**src/rtl/alu_arbiter.sv**
```systemverilog
// Round-robin arbiter sharing one combinational ALU among NUM_REQ requesters.
// Each result is held in a one-entry response buffer, tagged with the owning requester's index.
module alu_arbiter #(
    parameter int NUM_REQ = 2,
    parameter int DATA_W  = 32,
    parameter int OP_W    = 3
) (
    input  logic                       clk,
    input  logic                       rst_n,
    input  logic [NUM_REQ-1:0]         req_valid,
    output logic [NUM_REQ-1:0]         req_ready,
    input  logic [NUM_REQ*OP_W-1:0]    req_op,
    input  logic [NUM_REQ*DATA_W-1:0]  req_a,
    input  logic [NUM_REQ*DATA_W-1:0]  req_b,
    output logic                       rsp_valid,
    output logic [$clog2(NUM_REQ)-1:0] rsp_id,
    output logic [DATA_W-1:0]          rsp_result,
    input  logic                       rsp_ready,
    output logic [15:0]                busy_cycles
);
    localparam int ID_W = $clog2(NUM_REQ);

    typedef enum logic {EMPTY, FULL} state_t;

    state_t              r_state;
    state_t              w_next_state;
    logic [ID_W-1:0]     r_rr_ptr;
    logic [ID_W-1:0]     r_rsp_id;
    logic [DATA_W-1:0]   r_rsp_result;
    logic [15:0]         r_busy;

    logic                w_can_issue;
    logic                w_found;
    logic                w_transfer;
    logic [ID_W-1:0]     w_grant;
    logic [ID_W-1:0]     w_scan;
    logic [OP_W-1:0]     w_op;
    logic [31:0]         w_alu_control;
    logic [DATA_W-1:0]   w_operand1;
    logic [DATA_W-1:0]   w_operand2;
    logic [DATA_W-1:0]   w_alu_result;

    assign w_can_issue = (r_state == EMPTY) || rsp_ready;

    // First valid requester at or after rr_ptr, wrapping modulo NUM_REQ.
    always_comb begin
        w_found = 1'b0;
        w_grant = '0;
        w_scan  = '0;
        for (int k = 0; k < NUM_REQ; k++) begin
            w_scan = ID_W'((int'(r_rr_ptr) + k) % NUM_REQ);
            if (!w_found && req_valid[w_scan]) begin
                w_found = 1'b1;
                w_grant = w_scan;
            end
        end
    end

    assign w_transfer = w_found && w_can_issue && rst_n;

    always_comb begin
        req_ready = '0;
        if (w_transfer) begin
            req_ready[w_grant] = 1'b1;
        end
    end

    always_comb begin
        w_op       = '0;
        w_operand1 = '0;
        w_operand2 = '0;
        if (w_transfer) begin
            w_op       = req_op[w_grant*OP_W +: OP_W];
            w_operand1 = req_a[w_grant*DATA_W +: DATA_W];
            w_operand2 = req_b[w_grant*DATA_W +: DATA_W];
        end
    end

    assign w_alu_control = {{(32-OP_W){1'b0}}, w_op};

    // Undefined op codes produce zero, like the shared ALU's default branch.
    always_comb begin
        case (w_alu_control)
            32'd0:   w_alu_result = w_operand1 + w_operand2;
            32'd1:   w_alu_result = w_operand1 - w_operand2;
            32'd2:   w_alu_result = w_operand1 & w_operand2;
            32'd3:   w_alu_result = w_operand1 | w_operand2;
            32'd4:   w_alu_result = w_operand1 ^ w_operand2;
            default: w_alu_result = '0;
        endcase
    end

    always_ff @(posedge clk or negedge rst_n) begin
        if (!rst_n) begin
            r_state <= EMPTY;
        end else begin
            r_state <= w_next_state;
        end
    end

    always_comb begin
        w_next_state = r_state;
        case (r_state)
            EMPTY: if (w_transfer) w_next_state = FULL;
            FULL:  if (rsp_ready && !w_transfer) w_next_state = EMPTY;
            default: w_next_state = EMPTY;
        endcase
    end

    always_comb begin
        rsp_valid   = (r_state == FULL);
        rsp_id      = r_rsp_id;
        rsp_result  = r_rsp_result;
        busy_cycles = r_busy;
    end

    always_ff @(posedge clk or negedge rst_n) begin
        if (!rst_n) begin
            r_rr_ptr     <= '0;
            r_rsp_id     <= '0;
            r_rsp_result <= '0;
        end else if (w_transfer) begin
            r_rr_ptr     <= (w_grant == ID_W'(NUM_REQ-1)) ? '0 : w_grant + 1'b1;
            r_rsp_id     <= w_grant;
            r_rsp_result <= w_alu_result;
        end
    end

    always_ff @(posedge clk or negedge rst_n) begin
        if (!rst_n) begin
            r_busy <= '0;
        end else if ((r_state == FULL) && !rsp_ready && (r_busy != 16'hFFFF)) begin
            r_busy <= r_busy + 16'd1;
        end
    end
endmodule
```
**config.mk**
```make
export PLATFORM = sky130hd
export DESIGN_NAME = alu_arbiter
export DESIGN_NICKNAME = d
export VERILOG_FILES = /design/src/rtl/alu_arbiter.sv
export SDC_FILE = /design/constraint.sdc
export NUM_CORES = 1
export LEC_CHECK = 0
export BUFFER_PORTS_ARGS = -buffer_cell sky130_fd_sc_hd__buf_2
export CAP_MARGIN = 0
export CORE_MARGIN = 2
export CORE_UTILIZATION = 58
export CTS_CLUSTER_SIZE = 30
export DETAILED_ROUTE_END_ITERATION = 12
export GPL_TIMING_DRIVEN = 0
export HOLD_SLACK_MARGIN = 0.05
export PLACE_DENSITY = 0.89
export SLEW_MARGIN = 20
export SYNTH_ARGS = -nofsm -noshare
export SYNTH_HDL_FRONTEND = slang
export SYNTH_SLANG_ARGS = --single-unit
```
**constraint.sdc**
```tcl
create_clock -name clk -period 14.8 [get_ports clk]
set_input_delay 1.48 -clock clk [delete_from_list [all_inputs] [get_ports clk]]
set_output_delay 1.48 -clock clk [all_outputs]
set_load 0.02 [all_outputs]
```
==> metrics.md <==
| Metric | Value |
|---|---|
| Port Buf Inserts | 190 |
| Reg2reg path depth | 23 |
| Worst Setup SP | rst_n |
| Initial Util | about three fifths |
| Chip Height | roughly 110 µm |
| Syn_nets | between 1k and 1.5k |
| GR Util met1 | about half |
| Total global routing track utilization | ~39% |
| Clk pin slew, worst setup/hold paths | 0.07 ns |
| Cts bufs inserted | 5 |
| Ports | around 190 |
| Min-delay src | rsp_result[0] |
| Mapped Cells | around 820 |
| Crit. End Element | register |
| Die Area | around 0.012 mm² |
| Final Cycle Share | between 50 and 60% |
| Final setup fails | 0 |
| Asr flop ratio synth | 100% |
| Minimum clock period | 8.00 ns |
| Via density per instance | approximately 6.5 |
| Register area share after synthesis | about a fifth |
| Worst Hold Depth | 2 |
| RSZ-0062 raised after global routing | no |
| Clk buf depth | 2 |
| Critical path, cell by cell | buf_4 > nand4_4 > inv_4 > buf_6 > buf_6 > buf_2 > buf_1 > buf_1 > a22oi_1 > ha_1 > and2_1 > nand3_1 > nand2_1 > xnor2_1 > ha_1 > and4_1 > a32o_1 > nor2_2 > o221ai_1 > a221o_1 > o21ai_1 > xor2_1 > o21ai_1 |
| Relative slew slack | between 20% and 30% |
| EDFF count, synth | 0 |
| Slew @ Worst Pin | between 1 and 1.5 ns |
| Row Count | 38 |
| Postcts setup bufs | 0 |
| # hold bufs at CTS | 0 |
| Clk root buf | clkbuf_16 |
| Total power | about 0.86 mW |
| Place WS | around 6.7 ns |
| Reg2reg start | r_rr_ptr |
| Fin. Hold Viols | 0 |
| Post-route DRC | 0 |
| Avg Synthesized Cell Area | 8.02 µm² |
| Die Wd | 110 µm |
| CTS tree | yes |
| Top_reg_cell synth | dfrtp_1 |
| Worst hold path class | reg -> reg |
| PostCTS Resize Cnt | 0 |
| Synthesis-stage register bit count | approximately 50 |
| Leak Pwr | between 4 and 5 nW |
| Num Clock Sinks | 51 |
| Post-layout instance area | ~0.008 mm² |
| Fin nets | 1248 |
| Routed Antenna Nets | 0 |
| Drt first pass iters | 7 |
| CP max stage delay | just under 0.6 ns |
| Clk_skew | between 0.015 and 0.02 ns |
| Met3 usage | just over 6% |
| Met2 GRT Util | between 60% and 70% |
| Setup ws final | between 6 and 7 ns |
| Status | complete, no violations |
| Share of layout cells above drive strength 1 | a little under a quarter |
| Routability cong. | slightly above 1 |
| CP max-delay cell | buf_1 |
| Yosys warns | 0 |
| Antenna diodes | 0 |
| Distinct cells, synth | 68 |
| Post-route setup TNS | 0 ns |
| Max VDD drop | ~0.062 mV |
| Fmax | ~0.12 GHz |
| Pins Over Slew Limit | 0 |
| Area Growth Syn to Fin | 19.6% |
| Cell Area, Placed | between 0.007 and 0.008 mm² |
| Largest net degree at the start of global routing | 55 |
| Power per cell area | 110 mW/mm² |
| Hpwl dp | 17700 µm |
| Critical Path AT | 8.17 ns |
| Cell area after synthesis | approximately 0.0066 mm² |
| Startpoint types | input pin |
| Required @ worst endpoint | ~15 ns |
| Initial antenna violation count | 0 |
| WS Path Type | in -> reg |
| Grt ovf | 0 |
| Via count | approximately 7.5k |
| WL/cell | between 20 and 25 µm |
| Via count of the first global-routing pass | 7003 |
| Worst-Skew Late Latency | slightly above 0.3 ns |
| Global route hottest layer | met2 |
| Final wirelength | between 20000 and 25000 µm |
| Hold WS | around 0.48 ns |
| H-tree lvl count | 2 |
| Maxcap violations | 0 |
| Worst-path fanout max | between 50 and 60 |
| First-pass GRT wire length | roughly 36000 µm |
| DR iter-0 viols | between 800 and 900 |
| Core area | 0.0109 mm² |
## metal layers
layer | up-vias | part of all wire [%]
li1 | 3415 | -
met1 | 3496 | 39
met2 | 472 | 45
met3 | 79 | 12
met4 | 0 | 4.4
met5 | - | 0
## worst max-delay path: cells and delay by family
family	cells	cell delay [ns]
xor+xnor	2	0.34
buf+inv	7	2.61
fa+ha+maj	2	0.65
compound gates	6	1.54
simple gates	6	1.49
## sequential cells by signal, summed over array words and instances, names as in the netlist
signal       cells
rsp_valid        1
rsp_id           1
rsp_result      32
r_rr_ptr         1
busy_cycles     16
## synthesized netlist by cell type (3+ instances only)
master     n  area share, %
o21ai_1    5           0.38
buf_1      5           0.29
a22oi_1   74            8.5
nand4_1    4           0.38
o21bai_1   4           0.46
o22ai_1   30            2.9
nor3_1    13           0.99
o31ai_1    4           0.46
nor4_1     3           0.29
and3_1     7           0.67
nor2b_1    4           0.38
o21a_1     4           0.46
buf_6      5           0.86
a31oi_1    9           0.86
a22o_1    18            2.4
o22a_1     3           0.40
xnor2_1   54            7.2
inv_1     65            3.7
o31a_1     3           0.40
clkbuf_1  21            1.2
xor2_1    19            2.5
nand2b_1   7           0.67
nand2_1   63            3.6
o211ai_1   5           0.57
dfrtp_1   51             19
buf_2     11           0.84
a221oi_1   4           0.53
o21ai_0   58            4.4
nand3_1   13           0.99
nor2_1    38            2.2
and2_1     4           0.38
a21o_1    16            1.8
ha_1      93             18
a21oi_1   59            4.5
## layout make-up
cell class                 count  area (µm²)
clock inverter                 3        28.8
inverter                      67         254
tap                          140         175
multi-input combinational    658        4820
sequential                    51        1280
fill                         947        3090
buffer                        42         209
clock buffer                   5         125
timing repair buffer         190         953
## cells in the final DEF, fill, tap and decap left out, drive strengths merged, types with 4 or more instances in the layout
cell type	n
o21ai	63
a21o	16
and2	4
xnor2	54
and3	7
xor2	19
nand2b	8
o211ai	5
nor4	4
a31oi	9
nand3	13
a221oi	4
a22o	20
o21a	4
nor3	14
o22ai	30
buf	211
ha	93
clkbuf	26
a22oi	76
o31ai	5
inv	68
a21oi	59
o21bai	4
nor2b	4
dfrtp	51
nor2	39
nand2	64
nand4	5
## path summary, 6_finish.rpt
path,to,slack (ns)
setup / recovery,rsp_result[30],6.80
hold / removal,rsp_result[0],0.48
setup reg to reg,rsp_result[30],8.16
hold reg to reg,rsp_result[0],0.48
max in group asynchronous,busy_cycles[7],13.10
min in group asynchronous,rsp_result[7],1.22
## through the flow
step                util, %  std cells
floorplan                 -        818
global placement       70.3       1148
detailed placement     70.3       1148
CTS                    71.7       1156
global route           71.7       1156
finish                 71.7       1156
## cells by family after synthesis
kind of cell | Yosys count | synth area share [%]
AND/OR/NAND/NOR | 172 | 13.0
multiplexers | 1 | 0.172
flip-flops | 51 | 19.5
AO/OA/AOI/OAI | 318 | 32.5
adder cells (fa/ha/maj) | 94 | 18.0
XOR/XNOR | 73 | 9.75
buffers and inverters | 109 | 7.06
## report_power, final
part,switching [mW],internal [mW]
logic,0.319,0.199
registers,0.0294,0.184
clock network,0.0650,0.0649
Power figures use the tool's default switching activity.
